$ cat config.mk
export PLATFORM = sky130hd
export DESIGN_NAME = pic_exec_unit
export DESIGN_NICKNAME = d
export VERILOG_FILES = /design/src/rtl/pic_exec_unit_pkg.sv /design/src/rtl/pic_exec_unit_alu.sv /design/src/rtl/pic_exec_unit.sv
export SDC_FILE = /design/constraint.sdc
export NUM_CORES = 1
export LEC_CHECK = 0
export BUFFER_PORTS_ARGS = -buffer_cell sky130_fd_sc_hd__buf_4
export CORE_ASPECT_RATIO = 0.9
export CORE_MARGIN = 1
export CORE_UTILIZATION = 60
export CTS_CLUSTER_SIZE = 12
export DETAILED_ROUTE_END_ITERATION = 6
export PLACE_DENSITY = 0.86
export SYNTH_ARGS = -nofsm -noshare
export SYNTH_HDL_FRONTEND = slang
export SYNTH_SLANG_ARGS = --single-unit
$ cat constraint.sdc
create_clock -name clk -period 3.4 [get_ports clk]
set_input_delay 0.68 -clock clk [delete_from_list [all_inputs] [get_ports clk]]
set_output_delay 0.68 -clock clk [all_outputs]
set_load 0.05 [all_outputs]
$ cat src/rtl/pic_exec_unit_pkg.sv
// Shared definitions for the PIC16C57 execute stage.
// Holds register-file write command encodings, Q-phase encodings, STATUS bit
// indices, opcode mask/value pairs, the ALU operation classes and the
// instruction decoder used by pic_exec_unit.
package pic_exec_unit_pkg;

  localparam int PIC_DATA_WIDTH = 8;
  localparam int PIC_INST_WIDTH = 12;

  // Register file write commands
  localparam logic [2:0] RF_WR________NOP = 3'd0;  // no write
  localparam logic [2:0] RF_WR_____STATUS = 3'd1;  // STATUS only
  localparam logic [2:0] RF_WR_FSR____IND = 3'd2;  // file register only
  localparam logic [2:0] RF_WR_FSR_STATUS = 3'd3;  // file register and STATUS

  typedef enum logic [1:0] {Q1 = 2'd0, Q2 = 2'd1, Q3 = 2'd2, Q4 = 2'd3} qphase_e;

  // STATUS bit indices
  localparam int ST_C  = 0;
  localparam int ST_DC = 1;
  localparam int ST_Z  = 2;

  // Flag-update masks, bit positions follow the STATUS indices
  localparam logic [2:0] FL_NONE = 3'b000;
  localparam logic [2:0] FL_C    = 3'b001;
  localparam logic [2:0] FL_Z    = 3'b100;
  localparam logic [2:0] FL_CDZ  = 3'b111;

  localparam logic [PIC_INST_WIDTH-1:0] INST_NOP = '0;

  // Opcode field masks
  localparam logic [11:0] M_FULL   = 12'hFFF;
  localparam logic [11:0] M_OPTSLP = 12'hFFE;  // OPTION / SLEEP
  localparam logic [11:0] M_TRIS   = 12'hFFC;  // CLRWDT and TRIS 5..7
  localparam logic [11:0] M_FILE7  = 12'hFE0;  // MOVWF / CLRF
  localparam logic [11:0] M_BYTE   = 12'hFC0;  // byte-oriented ops with d bit
  localparam logic [11:0] M_GRP    = 12'hF00;  // bit ops and literal ops
  localparam logic [11:0] M_GOTO   = 12'hE00;

  // Opcode values
  localparam logic [11:0] V_OPTSLP = 12'h002;
  localparam logic [11:0] V_TRIS   = 12'h004;
  localparam logic [11:0] V_MOVWF  = 12'h020;
  localparam logic [11:0] V_CLRW   = 12'h040;
  localparam logic [11:0] V_CLRF   = 12'h060;
  localparam logic [11:0] V_SUBWF  = 12'h080;
  localparam logic [11:0] V_DECF   = 12'h0C0;
  localparam logic [11:0] V_IORWF  = 12'h100;
  localparam logic [11:0] V_ANDWF  = 12'h140;
  localparam logic [11:0] V_XORWF  = 12'h180;
  localparam logic [11:0] V_ADDWF  = 12'h1C0;
  localparam logic [11:0] V_MOVF   = 12'h200;
  localparam logic [11:0] V_COMF   = 12'h240;
  localparam logic [11:0] V_INCF   = 12'h280;
  localparam logic [11:0] V_DECFSZ = 12'h2C0;
  localparam logic [11:0] V_RRF    = 12'h300;
  localparam logic [11:0] V_RLF    = 12'h340;
  localparam logic [11:0] V_SWAPF  = 12'h380;
  localparam logic [11:0] V_INCFSZ = 12'h3C0;
  localparam logic [11:0] V_BCF    = 12'h400;
  localparam logic [11:0] V_BSF    = 12'h500;
  localparam logic [11:0] V_BTFSC  = 12'h600;
  localparam logic [11:0] V_BTFSS  = 12'h700;
  localparam logic [11:0] V_RETLW  = 12'h800;
  localparam logic [11:0] V_CALL   = 12'h900;
  localparam logic [11:0] V_GOTO   = 12'hA00;
  localparam logic [11:0] V_MOVLW  = 12'hC00;
  localparam logic [11:0] V_IORLW  = 12'hD00;
  localparam logic [11:0] V_ANDLW  = 12'hE00;
  localparam logic [11:0] V_XORLW  = 12'hF00;

  typedef enum logic [4:0] {
    ALU_NOP, ALU_MOVWF, ALU_CLR, ALU_SUB, ALU_DEC, ALU_IOR, ALU_AND,
    ALU_XOR, ALU_ADD, ALU_MOVF, ALU_COMF, ALU_INC, ALU_DECFSZ, ALU_RRF,
    ALU_RLF, ALU_SWAP, ALU_INCFSZ, ALU_BCF, ALU_BSF, ALU_BTFSC, ALU_BTFSS,
    ALU_MOVLW, ALU_IORLW, ALU_ANDLW, ALU_XORLW
  } alu_op_e;

  typedef struct packed {
    alu_op_e    op;
    logic       wr_f;   // result goes to file register
    logic       wr_w;   // result goes to W
    logic [2:0] flg;    // STATUS bits this op updates
    logic       unsup;  // opcode not executed by this stage
  } dec_t;

  function automatic logic op_is(input logic [11:0] inst, input logic [11:0] m,
                                 input logic [11:0] v);
    return (inst & m) == v;
  endfunction

  function automatic dec_t decode(input logic [PIC_INST_WIDTH-1:0] inst);
    dec_t d;
    logic df;
    logic [11:0] bop;
    df  = inst[5];
    bop = inst & M_BYTE;
    d   = '{op: ALU_NOP, wr_f: 1'b0, wr_w: 1'b0, flg: FL_NONE, unsup: 1'b0};
    if (op_is(inst, M_FULL, V_CLRW)) begin
      d.op = ALU_CLR; d.wr_w = 1'b1; d.flg = FL_Z;
    end else if (op_is(inst, M_FILE7, V_MOVWF)) begin
      d.op = ALU_MOVWF; d.wr_f = 1'b1;
    end else if (op_is(inst, M_FILE7, V_CLRF)) begin
      d.op = ALU_CLR; d.wr_f = 1'b1; d.flg = FL_Z;
    end else if (op_is(inst, M_OPTSLP, V_OPTSLP) || op_is(inst, M_TRIS, V_TRIS) ||
                 op_is(inst, M_GRP, V_RETLW) || op_is(inst, M_GRP, V_CALL) ||
                 op_is(inst, M_GOTO, V_GOTO)) begin
      d.unsup = 1'b1;
    end else if (bop >= V_SUBWF && bop <= V_INCFSZ) begin
      d.wr_f = df;
      d.wr_w = !df;
      unique case (bop)
        V_SUBWF:  begin d.op = ALU_SUB;    d.flg = FL_CDZ; end
        V_DECF:   begin d.op = ALU_DEC;    d.flg = FL_Z;   end
        V_IORWF:  begin d.op = ALU_IOR;    d.flg = FL_Z;   end
        V_ANDWF:  begin d.op = ALU_AND;    d.flg = FL_Z;   end
        V_XORWF:  begin d.op = ALU_XOR;    d.flg = FL_Z;   end
        V_ADDWF:  begin d.op = ALU_ADD;    d.flg = FL_CDZ; end
        V_MOVF:   begin d.op = ALU_MOVF;   d.flg = FL_Z;   end
        V_COMF:   begin d.op = ALU_COMF;   d.flg = FL_Z;   end
        V_INCF:   begin d.op = ALU_INC;    d.flg = FL_Z;   end
        V_DECFSZ: d.op = ALU_DECFSZ;
        V_RRF:    begin d.op = ALU_RRF;    d.flg = FL_C;   end
        V_RLF:    begin d.op = ALU_RLF;    d.flg = FL_C;   end
        V_SWAPF:  d.op = ALU_SWAP;
        V_INCFSZ: d.op = ALU_INCFSZ;
        default:  begin d.wr_f = 1'b0; d.wr_w = 1'b0; end
      endcase
    end else if (op_is(inst, M_GRP, V_BCF)) begin
      d.op = ALU_BCF; d.wr_f = 1'b1;
    end else if (op_is(inst, M_GRP, V_BSF)) begin
      d.op = ALU_BSF; d.wr_f = 1'b1;
    end else if (op_is(inst, M_GRP, V_BTFSC)) begin
      d.op = ALU_BTFSC;
    end else if (op_is(inst, M_GRP, V_BTFSS)) begin
      d.op = ALU_BTFSS;
    end else if (op_is(inst, M_GRP, V_MOVLW)) begin
      d.op = ALU_MOVLW; d.wr_w = 1'b1;
    end else if (op_is(inst, M_GRP, V_IORLW)) begin
      d.op = ALU_IORLW; d.wr_w = 1'b1; d.flg = FL_Z;
    end else if (op_is(inst, M_GRP, V_ANDLW)) begin
      d.op = ALU_ANDLW; d.wr_w = 1'b1; d.flg = FL_Z;
    end else if (op_is(inst, M_GRP, V_XORLW)) begin
      d.op = ALU_XORLW; d.wr_w = 1'b1; d.flg = FL_Z;
    end
    return d;
  endfunction

endpackage

$ cat src/rtl/pic_exec_unit_alu.sv
// pic_alu: combinational ALU of the PIC16C57 execute stage.
// Ports:
//   op_i    operation class from the decoder
//   opnd_i  file operand, w_i W register, lit_i literal, bit_i bit index
//   c_i     carry in (STATUS.C) for the rotates
//   res_o   result; c_o / dc_o / z_o flags; skip_o skip condition
module pic_alu
  import pic_exec_unit_pkg::*;
#(
  parameter int DATA_WIDTH = PIC_DATA_WIDTH
) (
  input  alu_op_e                       op_i,
  input  logic [DATA_WIDTH-1:0]         opnd_i,
  input  logic [DATA_WIDTH-1:0]         w_i,
  input  logic [DATA_WIDTH-1:0]         lit_i,
  input  logic [$clog2(DATA_WIDTH)-1:0] bit_i,
  input  logic                          c_i,
  output logic [DATA_WIDTH-1:0]         res_o,
  output logic                          c_o,
  output logic                          dc_o,
  output logic                          z_o,
  output logic                          skip_o
);

  logic [DATA_WIDTH:0]   sum;
  logic [DATA_WIDTH-1:0] bmask;

  always_comb begin
    bmask        = '0;
    bmask[bit_i] = 1'b1;
    sum          = '0;
    res_o        = opnd_i;
    c_o          = 1'b0;
    dc_o         = 1'b0;
    skip_o       = 1'b0;
    unique case (op_i)
      ALU_ADD: begin
        sum   = {1'b0, opnd_i} + {1'b0, w_i};
        res_o = sum[DATA_WIDTH-1:0];
        c_o   = sum[DATA_WIDTH];
        // carry into bit 4 recovered from the sum bit and the two addend bits
        dc_o  = sum[4] ^ opnd_i[4] ^ w_i[4];
      end
      ALU_SUB: begin
        // f - W as f + ~W + 1, so carry out means "no borrow"
        sum   = {1'b0, opnd_i} + {1'b0, ~w_i} + {{DATA_WIDTH{1'b0}}, 1'b1};
        res_o = sum[DATA_WIDTH-1:0];
        c_o   = sum[DATA_WIDTH];
        dc_o  = sum[4] ^ opnd_i[4] ^ ~w_i[4];
      end
      ALU_DEC:    res_o = opnd_i - 1'b1;
      ALU_INC:    res_o = opnd_i + 1'b1;
      ALU_DECFSZ: begin
        res_o  = opnd_i - 1'b1;
        skip_o = (res_o == '0);
      end
      ALU_INCFSZ: begin
        res_o  = opnd_i + 1'b1;
        skip_o = (res_o == '0);
      end
      ALU_IOR:    res_o = opnd_i | w_i;
      ALU_AND:    res_o = opnd_i & w_i;
      ALU_XOR:    res_o = opnd_i ^ w_i;
      ALU_MOVF:   res_o = opnd_i;
      ALU_COMF:   res_o = ~opnd_i;
      ALU_CLR:    res_o = '0;
      ALU_MOVWF:  res_o = w_i;
      ALU_RRF: begin
        res_o = {c_i, opnd_i[DATA_WIDTH-1:1]};
        c_o   = opnd_i[0];
      end
      ALU_RLF: begin
        res_o = {opnd_i[DATA_WIDTH-2:0], c_i};
        c_o   = opnd_i[DATA_WIDTH-1];
      end
      ALU_SWAP:   res_o = {opnd_i[3:0], opnd_i[7:4]};
      ALU_BCF:    res_o = opnd_i & ~bmask;
      ALU_BSF:    res_o = opnd_i | bmask;
      ALU_BTFSC:  skip_o = ~|(opnd_i & bmask);
      ALU_BTFSS:  skip_o = |(opnd_i & bmask);
      ALU_MOVLW:  res_o = lit_i;
      ALU_IORLW:  res_o = lit_i | w_i;
      ALU_ANDLW:  res_o = lit_i & w_i;
      ALU_XORLW:  res_o = lit_i ^ w_i;
      default:    res_o = opnd_i;
    endcase
    z_o = (res_o == '0);
  end

endmodule

$ cat src/rtl/pic_exec_unit.sv
// pic_exec_unit: PIC16C57 execute stage, one instruction per four Q-phases.
// Ports:
//   clk, rst         clock, synchronous active-high reset
//   instValid/instIn fetch handshake and instruction word; instReady high in Q1
//   regfileIn        file read data for rfFileAddr; statusRdIn current STATUS
//   rfWriteCommand   RF_WR_* command, valid in Q4 only
//   rfFileAddr       file address (inst[4:0]), valid Q2..Q4
//   rfWriteData      file write data (Q4); rfStatusOut new STATUS (Q4)
//   wOut             W register
//   skipNext         Q4 pulse: the following instruction is squashed
//   unsupported      Q4 pulse for opcodes not executed here
module pic_exec_unit
  import pic_exec_unit_pkg::*;
#(
  parameter int DATA_WIDTH = PIC_DATA_WIDTH,
  parameter int INST_WIDTH = PIC_INST_WIDTH
) (
  input  logic                  clk,
  input  logic                  rst,
  input  logic                  instValid,
  input  logic [INST_WIDTH-1:0] instIn,
  output logic                  instReady,
  input  logic [DATA_WIDTH-1:0] regfileIn,
  input  logic [DATA_WIDTH-1:0] statusRdIn,
  output logic [2:0]            rfWriteCommand,
  output logic [4:0]            rfFileAddr,
  output logic [DATA_WIDTH-1:0] rfWriteData,
  output logic [DATA_WIDTH-1:0] rfStatusOut,
  output logic [DATA_WIDTH-1:0] wOut,
  output logic                  skipNext,
  output logic                  unsupported
);

  qphase_e               phase_q, phase_d;
  logic [INST_WIDTH-1:0] ir_q;
  logic [DATA_WIDTH-1:0] w_q;
  logic                  squash_q;   // current instruction is skipped
  logic                  pend_q;     // skip requested for the next instruction
  logic [4:0]            addr_q;
  logic [DATA_WIDTH-1:0] opnd_q;
  logic [DATA_WIDTH-1:0] stat_q;
  logic [2:0]            cmd_q, cmd_d;
  logic [DATA_WIDTH-1:0] data_q;
  logic [DATA_WIDTH-1:0] st_out_q, st_d;
  logic                  skipn_q;
  logic                  unsup_q;
  logic                  wr_w_q;

  dec_t                  dec;
  logic [DATA_WIDTH-1:0] alu_res;
  logic                  alu_c, alu_dc, alu_z, alu_skip;

  // ---------------- phase FSM ----------------
  always_ff @(posedge clk) begin
    if (rst) phase_q <= Q1;
    else     phase_q <= phase_d;
  end

  always_comb begin
    phase_d = phase_q;
    unique case (phase_q)
      Q1: phase_d = Q2;
      Q2: phase_d = Q3;
      Q3: phase_d = Q4;
      Q4: phase_d = Q1;
    endcase
  end

  always_comb begin
    instReady = (phase_q == Q1);
  end

  // ---------------- decode / ALU ----------------
  always_comb begin
    dec = decode(ir_q);
  end

  pic_alu #(.DATA_WIDTH(DATA_WIDTH)) u_alu (
    .op_i   (dec.op),
    .opnd_i (opnd_q),
    .w_i    (w_q),
    .lit_i  (ir_q[DATA_WIDTH-1:0]),
    .bit_i  (ir_q[7:5]),
    .c_i    (stat_q[ST_C]),
    .res_o  (alu_res),
    .c_o    (alu_c),
    .dc_o   (alu_dc),
    .z_o    (alu_z),
    .skip_o (alu_skip)
  );

  // Q4 command and STATUS, built in Q3 and registered on the Q3 edge
  always_comb begin
    st_d = stat_q;
    if (dec.flg[ST_C])  st_d[ST_C]  = alu_c;
    if (dec.flg[ST_DC]) st_d[ST_DC] = alu_dc;
    if (dec.flg[ST_Z])  st_d[ST_Z]  = alu_z;

    cmd_d = RF_WR________NOP;
    if (dec.wr_f && (dec.flg != FL_NONE))      cmd_d = RF_WR_FSR_STATUS;
    else if (dec.wr_f)                         cmd_d = RF_WR_FSR____IND;
    else if (dec.wr_w && (dec.flg != FL_NONE)) cmd_d = RF_WR_____STATUS;
  end

  // ---------------- datapath ----------------
  always_ff @(posedge clk) begin
    if (rst) begin
      ir_q     <= INST_NOP;
      w_q      <= '0;
      squash_q <= 1'b0;
      pend_q   <= 1'b0;
      addr_q   <= '0;
      opnd_q   <= '0;
      stat_q   <= '0;
      cmd_q    <= RF_WR________NOP;
      data_q   <= '0;
      st_out_q <= '0;
      skipn_q  <= 1'b0;
      unsup_q  <= 1'b0;
      wr_w_q   <= 1'b0;
    end else begin
      unique case (phase_q)
        Q1: begin
          ir_q     <= instValid ? instIn : INST_NOP;
          addr_q   <= instValid ? instIn[4:0] : 5'd0;
          squash_q <= pend_q;
          pend_q   <= 1'b0;
        end
        Q2: begin
          opnd_q <= regfileIn;
          stat_q <= statusRdIn;
        end
        Q3: begin
          // a squashed instruction has no visible effect at all
          cmd_q    <= squash_q ? RF_WR________NOP : cmd_d;
          data_q   <= squash_q ? '0 : alu_res;
          st_out_q <= squash_q ? '0 : st_d;
          skipn_q  <= !squash_q && alu_skip;
          unsup_q  <= !squash_q && dec.unsup;
          wr_w_q   <= !squash_q && dec.wr_w;
        end
        Q4: begin
          if (wr_w_q) w_q <= data_q;
          pend_q   <= skipn_q;
          cmd_q    <= RF_WR________NOP;
          data_q   <= '0;
          st_out_q <= '0;
          skipn_q  <= 1'b0;
          unsup_q  <= 1'b0;
          wr_w_q   <= 1'b0;
          addr_q   <= '0;
        end
      endcase
    end
  end

  assign rfWriteCommand = cmd_q;
  assign rfFileAddr     = addr_q;
  assign rfWriteData    = data_q;
  assign rfStatusOut    = st_out_q;
  assign wOut           = w_q;
  assign skipNext       = skipn_q;
  assign unsupported    = unsup_q;

endmodule

-- Yosys cells after proc, flatten, opt, wreduce, memory -nomap -nowiden
Cells that the tools add are included.
- latch bits: 0
- word-level logic and storage cells: 185
- memories: 0
- RAM bits: 0
- memory bits (read-only): 0
- output and inout port bits: 35
- bits in registers: 67
- multiply operators: 0
- $lt $le $gt $ge: 4
- eq/ne operators: 56
- shift operators: 0
- bitwise operators: 17
- add/subtract/negate cells: 5
- div/mod/pow operators: 0
- muxes and demuxes: 60
- reduce and logical (&&, ||, !) cells: 29
- operators by type and width (kind ; number):
    8-bit one-hot mux with 19 select lines ; 1
    5-bit one-hot mux with 14 select lines ; 1
    5-bit two-way mux ; 10
    6-bit by 4-bit == test with 1-bit output, second input constant ; 8
    5-bit == test, second input constant ; 9
    5-bit by 4-bit == test with 1-bit output, second input constant ; 7
    8-bit AND ; 4
    4-bit two-way mux ; 8
    8-bit one-hot mux with 2 select lines ; 2
    4-bit == test, second input constant ; 6
    6-bit by 3-bit == test with 1-bit output, second input constant ; 4
    8-bit logical NOT ; 3
    8-bit NOT ; 3
    8-bit OR ; 3
    5-bit by 3-bit == test with 1-bit output, second input constant ; 4
    10-bit two-way mux ; 2
    8-bit by 8-bit adder with 9-bit output ; 2
    6-bit two-way mux ; 3
    4-bit by 3-bit == test with 1-bit output, second input constant ; 4
    8-bit two-way mux ; 2
    8-bit bitwise XOR ; 2
    14-bit OR reduction ; 1
    12-bit by 7-bit == test with 1-bit output, second input constant ; 1
    6-bit by 2-bit == test with 1-bit output, second input constant ; 2
    39 further kinds ; 79

-- Longest topological paths before layout
Gate-level depths: netlist of the first run.
- depth after elaboration: 21
- depth in mapped cells: 14
- depth with buffers taken out: 13

-- Cells and area by module
A second synthesis of the first run with hierarchy kept.
- cell total of the unflattened synthesis: 772
- area, all modules: 6008.3 µm²
- modules (own cells, without submodules) (module ; area an instance (µm²) ; cells an instance ; instances):
    pic_alu ; 3215.6 ; 450 ; 1
    pic_exec_unit ; 2792.7 ; 322 ; 1

-- Worst setup path before layout of the first run
Ideal clock, no wire load.
- path type: reg-to-reg
- start point: register w_q[1], in the netlist wOut[1]
- end point: register st_out_q[2], in the netlist rfStatusOut[2]
- arrival: 2.962 ns
- setup slack: 0.379 ns
- library setup time: 0.059 ns
- clock period less this slack: 3.021 ns
- required time: 3.341 ns
- path buffers: 0
- cell stages (with the launch flop): 12
- cell sequence: dfxtp_1 > inv_1 > fa_1 > nand3_1 > a21oi_1 > o21ai_0 > a211o_1 > nand4_1 > a2111o_1 > a211oi_1 > and4_1 > a41o_1
- word-level cells in the longest chain between the ends: 8
- elaborated cells between the ends (all ways): 15
- classes of those cells: add/sub (3); mux (4); bitwise (7); reduce/logical (1)
- ends and longest elaborated chain (what ; RTL line ; text):
    start: declaration ; pic_exec_unit.sv:36 ; logic [DATA_WIDTH-1:0] w_q;
    start signal: assignment ; pic_exec_unit.sv:143 ; if (wr_w_q) w_q <= data_q;
    8-bit NOT ; pic_exec_unit_alu.sv:46 ; sum = {1'b0, opnd_i} + {1'b0, ~w_i} + {{DATA_WIDTH{1'b0}}, 1'b1};
    8-bit by 8-bit adder with 9-bit output ; pic_exec_unit_alu.sv:46 ;
    9-bit by 1-bit adder with 9-bit output ; pic_exec_unit_alu.sv:46 ;
    8-bit one-hot mux with 19 select lines * ; pic_exec_unit_alu.sv:36 ; unique case (op_i)
    8-bit logical NOT * ; pic_exec_unit_alu.sv:87 ; z_o = (res_o == '0);
    1-bit two-way mux * ; pic_exec_unit.sv:97 ; if (dec.flg[ST_Z]) st_d[ST_Z] = alu_z;
    8-bit two-way mux * ; pic_exec_unit.sv:137 ; st_out_q <= squash_q ? '0 : st_d;
    8-bit one-hot mux with 2 select lines * ; pic_exec_unit.sv:122 ; unique case (phase_q)
    end signal: assignment ; pic_exec_unit.sv:137 ;
    end: declaration ; pic_exec_unit.sv:44 ; logic [DATA_WIDTH-1:0] st_out_q, st_d;
Mark *: on every way between the ends. The rest lies on a longest branch, timed or not.
A chain may end at the register's enable or synchronous reset.

-- Worst setup path in the final report of the first run
- start point: register ir_q[8]
- end point: register st_out_q[2], in the netlist rfStatusOut[2]
- word-level cells in the longest chain between the ends: 21
- elaborated cells between the ends (all ways): 93
- classes of those cells: order compare (2); eq/ne (50); mux (30); reduce/logical (11)
- ends and longest elaborated chain (what ; RTL line ; text):
    start: declaration ; pic_exec_unit.sv:35 ; logic [INST_WIDTH-1:0] ir_q;
    start signal: assignment ; pic_exec_unit.sv:124 ; ir_q <= instValid ? instIn : INST_NOP;
    4-bit == test ; pic_exec_unit_pkg.sv:89 ; return (inst & m) == v;
    5-bit two-way mux ; pic_exec_unit_pkg.sv:143 ; end else if (op_is(inst, M_GRP, V_XORLW)) begin
    5-bit two-way mux ; pic_exec_unit_pkg.sv:141 ; end else if (op_is(inst, M_GRP, V_ANDLW)) begin
    5-bit two-way mux ; pic_exec_unit_pkg.sv:139 ; end else if (op_is(inst, M_GRP, V_IORLW)) begin
    5-bit two-way mux ; pic_exec_unit_pkg.sv:137 ; end else if (op_is(inst, M_GRP, V_MOVLW)) begin
    5-bit two-way mux ; pic_exec_unit_pkg.sv:135 ; end else if (op_is(inst, M_GRP, V_BTFSS)) begin
    5-bit two-way mux ; pic_exec_unit_pkg.sv:133 ; end else if (op_is(inst, M_GRP, V_BTFSC)) begin
    5-bit two-way mux ; pic_exec_unit_pkg.sv:131 ; end else if (op_is(inst, M_GRP, V_BSF)) begin
    [5 not listed] ; - ;
    5-bit two-way mux ; pic_exec_unit_pkg.sv:99 ; if (op_is(inst, M_FULL, V_CLRW)) begin
    5-bit by 4-bit == test with 1-bit output, or another cell as far along ; pic_exec_unit_alu.sv:36 ;
    2-bit OR reduction (no line) ; - ;
    8-bit one-hot mux with 19 select lines ; pic_exec_unit_alu.sv:36 ;
    8-bit logical NOT ; pic_exec_unit_alu.sv:87 ;
    1-bit two-way mux * ; pic_exec_unit.sv:97 ;
    8-bit two-way mux * ; pic_exec_unit.sv:137 ;
    8-bit one-hot mux with 2 select lines * ; pic_exec_unit.sv:122 ;
Marks and branches as above.

==> run summary, run 1 <==
Initial Utilization -> 0.632
CP cell instances -> buf_4 -> a21bo_2 -> a211oi_2 -> a21boi_4 -> buf_4 -> a311o_1 -> nor3b_1 -> mux2_4 -> a2111oi_2 -> and4_1 -> a41o_1
GRT Util Overall -> 0.439
Antenna Cells -> 0
Final ANT Viol Nets -> 0
WL per Instance -> 23.3 um
WS Path Type -> reg2reg
Hold Path Class -> reg2reg
Peak VDD IR -> 0.488 mV
DR vias -> 6820
P_leak -> 0.00273 uW
Setup violators final -> 0
Layout Skew -> 12.9 ps
Sw power -> 1560 uW
Reg2Reg Setup Slack -> 90 ps
Final WL -> 22700 um
Gate Count Post-Synth -> 781
Cell Pwr Density -> 496 nW/um2
Reg2reg path depth -> 11
Root Buffer -> clkbuf_8
Hold Path End -> rfWriteCommand[0]
Die area -> 10200 um2
Failing checks -> design-rule violations
Top-count cell post-synth -> nor2_1
Post-DP HPWL -> 16700 um
Number of synthesized flops with an enable pin -> 0
Max incr delay on CP -> 480 ps
First-pass GRT wire length -> 34100 um
Die W -> 107 um
Number of antenna violations at the first check in global routing -> 0
Yosys cell types -> 92
Ratio of cells with drive above 1 in the final layout -> 0.214
Core area -> 9330 um2
Req. time, crit path -> 3690 ps
DIE HEIGHT -> 96.1 um
CP max-delay cell -> dfxtp_1
CP arrival -> 3610 ps
Clock Power Share -> 0.195
Synthesized area -> 5900 um2
CP most frequent cell -> buf_4
Crit path time final -> 3310 ps
Post-synth net total -> 838
CP endpoint kind -> register
Grt ovf -> 0
Synth area leader -> dfxtp_1
Worst-Margin Slew -> 1170 ps
Routability cong. -> 1.12
Placed cells -> 957
Total clock sinks -> 66
Final net count -> 903
Ys Warns -> 0
Synth Flop Type -> dfxtp_1
1st-iter DRT viols -> 1050
Crit Reg-Reg Endpoint -> rfStatusOut[2]
Drt drc -> 6
Logic pwr share -> 0.520
Rel. slew slack -> 0.219
CTS HTree Levels -> 3
Ys async rst share -> 0
Synth top area share -> 0.224
Element type at the critical path start -> register
DRT Pass-1 Iters -> 7
Port buffer count -> 64
Critical path fanouts, max -> 9
#FFs+latches synth -> 66
Pin count of the biggest net entering global routing -> 68
Postcts setup bufs -> 0
FP Rows -> 33
Max Cap Violations -> 0
Pint -> 1850 uW
Register area share after synthesis -> 0.224
Io pins -> 66
Synth cell count leaders -> nor2_1 (96), a21oi_1 (75), dfxtp_1 (66)
Switching share of power -> 0.458
Max Fclk -> 302 MHz
Critical R2R Launch -> ir_q[8]
CP Buf/Inv Count -> 2
TritonCTS clock tree -> done
Vias per inst -> 7.02
CTS buffer count -> 9
Avg Cell Area, Syn -> 7.55 um2
Hold path cells -> 2
CTS clock-pin slew for the worst setup and hold paths -> 80 ps
Pins Over Slew Limit -> 0
Final Hold Viols -> 0
RSZ-0062 raised after global routing -> no
CP delay by family, top -> compound AO/OA/AOI/OAI gates
Vias in the first global route -> 6259
Setup TNS -> 0 ps
Synth area leaders -> dfxtp_1 (22%), a21oi_1 (6.4%), nor2_1 (6.1%)
Hold path startpoint -> rfWriteCommand[0]
Clk buf depth -> 2
Sequential share of power -> 0.285
Finished Layout Cells -> 972
Clk Latency, worst-skew pair -> 360 ps
Part of the cycle the worst path needs -> 0.975
Status -> finished with violations
Hold_buf cts -> 0
Area grow syn2layout -> 16.4%
[layout make-up]
class / count / area, um2
multi-input cells: 624 / 4190
flip-flops and latches: 66 / 1330
clock inverters: 6 / 68.8
well taps: 122 / 153
inverters: 22 / 82.6
repair buffers: 123 / 923
fillers: 713 / 2460
clock buffers: 9 / 124
[placed cells by master (no fill, tap or decap), types with 6 or more instances in the layout]
cell and instances:
a21oi_1 75, a221oi_1 7, a22oi_1 17, a2bb2oi_1 8
and2_1 11, and3_1 6, buf_4 123, clkbuf_8 9
dfxtp_1 58, dfxtp_2 8, ha_1 24, inv_1 21
mux2i_1 22, nand2_1 58, nand2b_1 9, nand3_1 21
nand4_1 9, nor2_1 96, nor2b_1 20, nor3_1 16
nor3b_1 9, nor4_1 7, o211ai_1 10, o21ai_0 21
o21ai_1 7, o22ai_1 10, xnor2_1 15
[metal layers]
metal  GRT usage  share of wire  vias to the layer above
met4       0.233          0.052                        0
met2       0.683           0.43                      531
met3       0.118           0.13                      120
li1            -              -                     3016
met1       0.559           0.39                     3153
met5           0              0                        -
[cell families after synthesis]
kind of cell / after synthesis / synth area share
xor gates and xnor gates: 20 / 0.0297
adders and majority gates: 26 / 0.0577
and+or+nand+nor: 297 / 0.262
muxes: 27 / 0.0494
other: 1 / 0.000636
AOI/OAI and AO/OA: 253 / 0.307
buffers and inverters: 91 / 0.0696
DFF: 66 / 0.224
[through the flow]
stage	utilization	total power (uW)	setup WS, ps	hold slack (ps)	instance area, um2
6_report	0.736	3410	85.6	472	6870
3_5_place_dp	0.712	2660	53.5	465	6650
3_3_place_gp	0.712	2630	215	446	6650
2_1_floorplan	-	2170	379	458	5900
4_1_cts	0.733	3330	20.8	474	6840
5_1_grt	0.736	3540	30.3	492	6870
[timing repair]
item,4_1_cts,5_1_grt
gates cloned,0,0
endpoints found under the setup margin,1,3
gates resized for setup,2,12
[flip-flops by register name (all words and copies together), names as in the netlist]
name,count
rfWriteCommand,2
opnd_q,8
squash_q,1
wOut,8
phase_q,2
wr_w_q,1
ir_q,12
rfStatusOut,8
rfWriteData,8
rfFileAddr,5
pend_q,1
unsupported,1
stat_q,8
skipNext,1
[power groups by stage]
| stage | Clock [uW] | Combinational, uW | Sequential, uW |
|---|---|---|---|
| 4_1_cts | 673 | 1700 | 962 |
| 2_1_floorplan | 0 | 1160 | 1010 |
| 6_report | 666 | 1770 | 971 |
| 5_1_grt | 704 | 1860 | 979 |
| 3_3_place_gp | 0 | 1660 | 970 |
| 3_5_place_dp | 0 | 1680 | 977 |
[worst reg2reg max path, cell delays in order, from the launching register on]
cell and delay (ps):
dfxtp_1 480, buf_4 210, a21bo_2 240, a211oi_2 310, a21boi_4 240, buf_4 220, a311o_1 220, nor3b_1 100
mux2_4 330, a2111oi_2 450, and4_1 270, a41o_1 190
[how the worst max path moves through the flow]
| stage | cells past startpoint | endpoint | slack (ps) | start |
|---|---|---|---|---|
| 3_5_place_dp | 11 | rfStatusOut[2] | 50 | ir_q[9] |
| 5_1_grt | 11 | rfStatusOut[2] | 30 | ir_q[8] |
| 2_1_floorplan | 11 | rfStatusOut[2] | 380 | wOut[1] |
| 3_3_place_gp | 13 | rfStatusOut[2] | 210 | opnd_q[0] |
| 6_report | 11 | rfStatusOut[2] | 90 | ir_q[8] |
| 4_1_cts | 12 | rfStatusOut[2] | 20 | ir_q[6] |
Note: power is estimated with default switching activity, not from simulation.
==> inputs of run 2 (changes only) <==
PLACE_DENSITY = 0.89   (was 0.86)
==> run 2 against run 1 <==
  * First-iteration DRC count unchanged
  * Routed wire length fell by 1.3%
  * Total power is 1.4% higher
  * Utilization grew 0.66 points
  * Die area unchanged
  * Critical endpoint is now rfWriteData[0]
  * Final area is 0.89% higher
  * The flow still finishes with violations (design-rule violations)
  * Via count fell by 0.26%
  * Count of clock-buffer cells in the layout unchanged
  * Global-route usage about the same
  * Sequential cell count is the same
==> run summary, run 2 (synthesis results as in run 1) <==
Status -> finished with violations
Failing checks -> design-rule violations
Worst-Margin Slew -> 1110 ps (-63.1 ps)
RSZ-0062 raised after global routing -> no
Ratio of cells with drive above 1 in the final layout -> 0.215 (+0.000419)
Req. time, crit path -> 3620 ps (-70 ps)
Crit path time final -> 3260 ps (-54.4 ps)
Max Fclk -> 307 MHz (+1.7%)
Post-DP HPWL -> 16600 um (-0.58%)
Antenna Cells -> 0 (unchanged)
Max reg flops -> 12 (unchanged)
CP delay by family, top -> simple AND/OR/NAND/NOR gates
1st-iter DRT viols -> 1050 (unchanged)
# fillers -> 696 (-2.4%)
Peak VDD IR -> 0.488 mV (about the same)
Core area -> 9330 um2 (unchanged)
CP max-delay cell -> nor4b_1
Hold path cells -> 2 (unchanged)
Placed cells -> 959 (+0.21%)
GRT Util Overall -> 0.439 (about the same)
Die W -> 107 um (unchanged)
Final Hold Viols -> 0 (unchanged)
Final net count -> 905 (+0.22%)
CP cell instances -> buf_4 -> or3_1 -> and4_1 -> o21ai_1 -> buf_4 -> o221ai_1 -> nor4b_1 -> buf_4 -> o2111a_1 -> o21ai_1 -> nand3_1 -> a21oi_1
Grt ovf -> 0 (unchanged)
Clk Latency, worst-skew pair -> 370 ps (about the same)
CP most frequent cell -> buf_4
DRT Pass-1 Iters -> 7 (unchanged)
FP Rows -> 33 (unchanged)
Rel. slew slack -> 0.261 (+0.0421)
CP Depth -> 12 (+1)
CP arrival -> 3480 ps (-130 ps)
Initial Utilization -> 0.632 (unchanged)
Clk buf depth -> 2 (unchanged)
Max incr delay on CP -> 490 ps (about the same)
Most frequent cells in the layout -> buf_4 (123), nor2_1 (96), a21oi_1 (75), dfxtp_1 (60), nand2_1 (58)
Part of the cycle the worst path needs -> 0.959 (-0.0160)
Vias in the first global route -> 6240 (-0.30%)
Die area -> 10200 um2 (unchanged)
DIE HEIGHT -> 96.1 um (unchanged)
WS Path Type -> reg2reg
Power Total -> 3460 uW (+1.4%)
P_leak -> 0.00277 uW (+1.3%)
Pins Over Slew Limit -> 0 (unchanged)
CTS buffer count -> 9 (unchanged)
Root Buffer -> clkbuf_8
Area grow syn2layout -> 17.5%
Total clock sinks -> 66 (unchanged)
Critical path fanouts, max -> 16 (+7)
Max Cap Violations -> 0 (unchanged)
CTS HTree Levels -> 3 (unchanged)
WHS -> 475 ps (+3.08 ps)
Final WL -> 22400 um (-1.3%)
CP endpoint kind -> register
DR vias -> 6802 (-0.26%)
Most flops, register -> ir_q
Io pins -> 66 (unchanged)
CP Buf/Inv Count -> 3 (+1)
Reg2reg path depth -> 12 (+1)
CTS clock-pin slew for the worst setup and hold paths -> 90 ps (about the same)
Cell Pwr Density -> 499 nW/um2 (+0.51%)
First-pass GRT wire length -> 34200 um (+0.30%)
Number of antenna violations at the first check in global routing -> 0 (unchanged)
Pin count of the biggest net entering global routing -> 68 (unchanged)
Setup violators final -> 0 (unchanged)
WL per Instance -> 22.9 um (-1.6%)
Port buffer count -> 64 (unchanged)
Routability cong. -> 1.11 (-0.67%)
Layout Skew -> 18.8 ps (+5.86 ps)
Commonest non-fill, non-tap cell in the layout -> buf_4
Final ANT Viol Nets -> 0 (unchanged)
Element type at the critical path start -> register
Hold Path Class -> reg2reg
TritonCTS clock tree -> done
Drt drc -> 3 (-3)
Vias per inst -> 6.98 (-0.57%)
Finished Layout Cells -> 975 (+0.31%)
## run 2: area by class of cell
| cell class | instances | area [um2] | area share |
|---|---|---|---|
| clock buffer | 9 | 124 | 0.0179 |
| clock inverter | 7 | 76.3 | 0.0110 |
| inverter | 22 | 82.6 | 0.0119 |
| multi-input combinational | 624 | 4200 | 0.606 |
| sequential | 66 | 1330 | 0.192 |
| tap | 122 | 153 | 0.0220 |
| timing repair buffer | 125 | 963 | 0.139 |
## run 2: worst paths after layout
check             slack [ps]               from           endpoint
setup / recovery         140            ir_q[6]     rfWriteData[0]
hold / removal           470  rfWriteCommand[0]  rfWriteCommand[0]
setup reg to reg         140            ir_q[6]     rfWriteData[0]
hold reg to reg          470  rfWriteCommand[0]  rfWriteCommand[0]
## run 2: power by group
| part | total, uW | internal (uW) | switching [uW] |
|---|---|---|---|
| sequential | 991 | 855 | 136 |
| clock | 698 | 345 | 353 |
| combinational | 1770 | 660 | 1110 |
| total | 3460 | 1860 | 1600 |
## run 2: timing repair
action / CTS / global route
setup buffers: 0 / 0
setup endpoints to repair: 1 / 4
hold buffers: 0 / 0
cloned: 0 / 0
gates resized for setup: 2 / 12
## run 2: routing by layer
metal | share of wire | vias to the layer above | global-route usage
met5 | 0 | - | 0
met2 | 0.42 | 528 | 0.659
li1 | - | 3015 | -
met1 | 0.39 | 3127 | 0.566
met4 | 0.058 | 0 | 0.242
met3 | 0.14 | 132 | 0.131
## run 2: worst min-delay path: stages (launching register included)
cell	delay, ps
dfxtp_1	320
nand2_1	60
a21oi_1	50
## run 2: stage by stage
step	setup TNS, ps	worst slack (ps)	utilization	area [um2]
CTS	0	103	0.738	6890
global route	0	42.4	0.743	6930
global placement	0	109	0.717	6690
floorplan	0	379	-	5900
detailed placement	-43.9	-43.9	0.717	6690
finish	0	140	0.743	6930
